<file path="config.mk">
export PLATFORM = sky130hd
export DESIGN_NAME = ecc_error_logger
export DESIGN_NICKNAME = d
export VERILOG_FILES = /design/src/rtl/ecc_error_logger.sv
export SDC_FILE = /design/constraint.sdc
export NUM_CORES = 1
export LEC_CHECK = 0
export BUFFER_PORTS_ARGS = -buffer_cell sky130_fd_sc_hd__buf_2
export CORE_MARGIN = 1
export CORE_UTILIZATION = 40
export CTS_BUF_LIST = sky130_fd_sc_hd__clkbuf_8
export DETAILED_ROUTE_END_ITERATION = 8
export GPL_ROUTABILITY_DRIVEN = 0
export GPL_TIMING_DRIVEN = 0
export HOLD_SLACK_MARGIN = 0.06
export PLACE_DENSITY = 0.65
export SYNTH_ARGS = -nofsm -noshare
export SYNTH_HDL_FRONTEND = slang
export SYNTH_SLANG_ARGS = --single-unit
export TNS_END_PERCENT = 30
</file>
<file path="constraint.sdc">
create_clock -name clk -period 18.2 [get_ports clk]
set_input_delay 1.82 -clock clk [delete_from_list [all_inputs] [get_ports clk]]
set_output_delay 1.82 -clock clk [all_outputs]
set_load 0.02 [all_outputs]
</file>
<file path="src/rtl/ecc_error_logger.sv">
// ecc_error_logger: deduplicating ECC error event log (show-ahead FIFO, saturating counters, sticky overflow)
// Optional feature macro: ECC_LOG_IRQ_EN (registered sticky irq on double-bit event or overflow)
module ecc_error_logger #(
    parameter int DEPTH  = 8,
    parameter int ADDR_W = 32,
    parameter int SYN_W  = 6,
    parameter int CNT_W  = 16
) (
    input  logic                     clk,
    input  logic                     rst,
    input  logic                     ev_valid,
    input  logic                     ev_double,
    input  logic [ADDR_W-1:0]        ev_addr,
    input  logic [SYN_W-1:0]         ev_syndrome,
    input  logic                     clear,
    input  logic                     rd_en,
    output logic                     rd_valid,
    output logic [ADDR_W-1:0]        rd_addr,
    output logic [SYN_W-1:0]         rd_syndrome,
    output logic                     rd_double,
    output logic [$clog2(DEPTH):0]   level,
    output logic [CNT_W-1:0]         cnt_single,
    output logic [CNT_W-1:0]         cnt_double,
    output logic                     overflow,
    output logic                     irq
);
    localparam int AW = $clog2(DEPTH);
    localparam int EW = ADDR_W + SYN_W + 1;

    logic [EW-1:0] mem [DEPTH];
    logic [AW:0]   wr_ptr, rd_ptr;
    logic          prev_valid;
    logic [EW-1:0] prev_key, ev_key, head;
    logic          empty, full, is_new, pop, push, drop;

    assign ev_key = {ev_addr, ev_syndrome, ev_double};
    assign empty  = wr_ptr == rd_ptr;
    assign full   = (wr_ptr[AW] != rd_ptr[AW]) && (wr_ptr[AW-1:0] == rd_ptr[AW-1:0]);
    // clear discards the same-cycle event and any pop
    assign is_new = ev_valid && !clear && (!prev_valid || ev_key != prev_key);
    assign pop    = rd_en && !empty && !clear;
    assign push   = is_new && (!full || pop);
    assign drop   = is_new && full && !pop;
    assign head   = empty ? '0 : mem[rd_ptr[AW-1:0]];
    assign {rd_addr, rd_syndrome, rd_double} = head;
    assign rd_valid = !empty;
    assign level    = wr_ptr - rd_ptr;

    // previous-cycle event tracker for dedup; clear forgets it so a held event re-logs
    always_ff @(posedge clk or negedge rst) begin
        if (!rst) begin
            prev_valid <= 1'b0;
            prev_key   <= '0;
        end else begin
            prev_valid <= ev_valid && !clear;
            prev_key   <= ev_key;
        end
    end

    // FIFO pointers and sticky overflow
    always_ff @(posedge clk or negedge rst) begin
        if (!rst) begin
            wr_ptr   <= '0;
            rd_ptr   <= '0;
            overflow <= 1'b0;
        end else if (clear) begin
            wr_ptr   <= '0;
            rd_ptr   <= '0;
            overflow <= 1'b0;
        end else begin
            if (push) wr_ptr <= wr_ptr + (AW+1)'(1);
            if (pop) rd_ptr <= rd_ptr + (AW+1)'(1);
            if (drop) overflow <= 1'b1;
        end
    end

    // saturating per-type counters, independent of FIFO room
    always_ff @(posedge clk or negedge rst) begin
        if (!rst) begin
            cnt_single <= '0;
            cnt_double <= '0;
        end else if (clear) begin
            cnt_single <= '0;
            cnt_double <= '0;
        end else begin
            if (is_new && !ev_double && cnt_single != '1) cnt_single <= cnt_single + CNT_W'(1);
            if (is_new && ev_double && cnt_double != '1) cnt_double <= cnt_double + CNT_W'(1);
        end
    end

    // entry storage; unread slots are masked by empty so no reset is needed
    always_ff @(posedge clk) begin
        if (push) mem[wr_ptr[AW-1:0]] <= ev_key;
    end

`ifdef ECC_LOG_IRQ_EN
    // sticky interrupt on accepted double-bit event or dropped entry
    always_ff @(posedge clk or negedge rst) begin
        if (!rst) irq <= 1'b0;
        else if (clear) irq <= 1'b0;
        else if ((is_new && ev_double) || drop) irq <= 1'b1;
    end
`else
    assign irq = 1'b0;
`endif
endmodule

</file>
==> metrics.csv <==
metric,value,unit
synthSimpleGateAreaFrac,0.0689,
min_period,6.42,ns
fin_cells,1704,
final_nets,1181,
numCtsBuffers,61,
wl_per_cell,21.2,um
worstMarginPinSlew,1.05,ns
grt_pass1_wl,55.2,mm
critPathLaunch,rd_ptr[1],
grt_usage,0.181,
grt_max_degree,59,
grtUsageMet3,0.0545,
floorplan.initialDensity,0.406,
clkSinkCount,393,
hold_class,reg2reg,
crit_required,16.38,ns
use_met1,0.244,
clk_pin_slew,0.06,ns
routed_wl,36.1,mm
fin_util,0.482,
gr-max-usage-layer,met2,
vias_per_cell,5.27,
antenna_found_initial,6,
synth_flop_cell,edfxtp_1,
root_buffer,clkbuf_8,
seq_area_frac_synth,0.725,
tns,0,ns
synth_edf_count,312,
synth_xor_area_frac,0.0245,
holdCritStartpoint,overflow,
slew_viol_final,0,
crit_arrival,4.60,ns
ant_nets,0,
synthTopCellsByArea,"edfxtp_1 (60%), dfrtp_1 (13%), mux4_2 (11%), nand2_1 (2.4%), xor2_1 (2.2%)",
synth.avg_cell_area,17.3,um^2
p_leak,6.71,nW
synthAdderAreaFrac,0.00685,
outcome,"complete, no violations",
dp.cells,1584,
yosys_warnings,0,
clockBufferDepth,3,
async_reset_ff_frac,0.206,
synthesis.area,15700,um^2
use_met2,0.285,
cts_tree,yes,
end_kind,output pin,
rsz0062_at_grt,false,
yosysMostFrequentCell,edfxtp_1,
io_buffers,119,
hold_viol,0,
netlist_instances,906,
finalSetupViolations,0,
syn_to_final_growth,18.8,%
clkLatencyLatePin,0.64,ns
drt_first_pass_iters,6,
cts_setup_buffers,0,
drc_errors,0,
hpwlAfterDp,24.4,mm
grt_overflow,0,
htreeDepth,2,
synth_top_family_by_area,multiplexers,
max_freq,156,MHz
vias,8973,
finClkSkew,0.0316,ns
ys_ff_latch,393,
fin_crit_sh,0.353,
grt_pass1_vias,9120,
chipWidth,200,um
hold_buffers,0,
start_kind,flip-flop,
relSlewSlack,0.297,
pin_count,122,
core,38700,um^2
syn_nets,958,
drive_gt1_frac,0.312,
synthTopCellsByCount,"edfxtp_1 (312), nand2_1 (99), dfrtp_1 (81)",
max_cap_violations,0,
power.total,2.00,mW
synth_top_cell_by_area,edfxtp_1,
cp_max_fo,10,
worstReg2RegStart,rd_ptr[1],
synth_top_area_frac,0.596,
powerDensity,107,nW/um^2
ir_worst_vdd,0.0696,mV
cts_resized,0,
synth_compound_area_frac,0.0393,
yosysUniqueCellTypes,48,
drt_first_iter_violations,652,
worstSetupPathType,reg2out,
synth.mux.area_fraction,0.117,
core.rowCount,72,
die_h,200,um
die_area,40100,um^2
worst max-delay path, stage by stage, from the launching register on:
cell and delay (ns):
dfrtp_1 0.41, clkbuf_1 0.40, clkbuf_1 0.63, inv_1 0.11, ha_1 0.34, and4_1 0.21, clkbuf_1 0.28, buf_1 0.55
buf_1 0.60, a21oi_1 0.22, buf_2 0.22
power by group:
part           internal [mW]  switching, mW  total, mW
registers              0.986        0.00584      0.992
logic                  0.107          0.169      0.275
clock network          0.384          0.346      0.729
cells by family (layout without fill, tap and decap cells):
| family | count (synthesis) | in the layout |
|---|---|---|
| other | 1 | 5 |
| XOR/XNOR | 44 | 44 |
| adder cells (fa/ha/maj) | 8 | 8 |
| flip-flops | 393 | 393 |
| multiplexers | 86 | 86 |
| AND/OR/NAND/NOR | 210 | 210 |
| AO/OA/AOI/OAI | 103 | 103 |
| buffers and inverters | 61 | 337 |
flip-flops by register name, indices dropped and copies added (netlist names):
name        flops
prev_key       39
prev_valid      1
overflow        1
cnt_double     16
wr_ptr          4
rd_ptr          4
mem           312
cnt_single     16
final timing paths:
kind / cells after the start / slack [ns] / endpoint
hold / removal: 1 / 0.50 / overflow
setup reg to reg: 12 / 13.86 / mem[0][22]
hold reg to reg: 1 / 0.50 / overflow
setup / recovery: 10 / 11.78 / rd_addr[30]
min in group asynchronous: 1 / 1.12 / cnt_single[1]
max in group asynchronous: 2 / 16.43 / prev_key[32]
layout make-up:
| class | count | area (um^2) |
|---|---|---|
| fill | 3358 | 20100 |
| sequential | 393 | 11400 |
| multi-input combinational | 452 | 4080 |
| timing repair buffer | 160 | 1030 |
| clock buffer | 67 | 922 |
| tap | 518 | 648 |
| clock inverter | 49 | 302 |
| buffer | 50 | 235 |
| inverter | 11 | 41.3 |
| antenna | 4 | 10.0 |
through the flow:
stage                     area [um^2]  setup slack [ns]  hold slack (ns)
after detailed placement        17400             12.42            0.480
final                           18700             11.78            0.497
after CTS                       18700             11.75            0.497
after floorplan                 15700             11.20            0.470
after global placement          17000              6.73            0.476
after global routing            18700             11.48            0.524
metal layers:
metal  vias to the layer above  routed length (um)
li1                       4027                   -
met1                      4602               15500
met2                       284               17000
met3                        54                2780
met4                         6                 686
met5                         -                  33
layout by cell type (no fill, tap or decap), types with 4 or more instances in the layout:
cell and n:
or2_2 4, edfxtp_1 312, xor2_1 39, a21oi_1 66, buf_2 133, and4_1 4
buf_4 20, nor2_1 11, clkbuf_8 67, mux4_2 78, nor3_2 5, or3_1 5
clkinv_1 13, nand2_1 99, dfrtp_1 81, o31ai_1 19, inv_1 30, nor4_1 11
buf_6 22, nand4_1 12, ha_1 7, and3_4 5, o21ai_0 6, mux2_2 5
or4_1 19, nor2b_1 7, clkinv_2 11, xnor2_1 5, diode_2 4, buf_8 4
nand3_1 13, clkbuf_1 27
Power figures use the tool's default switching activity.
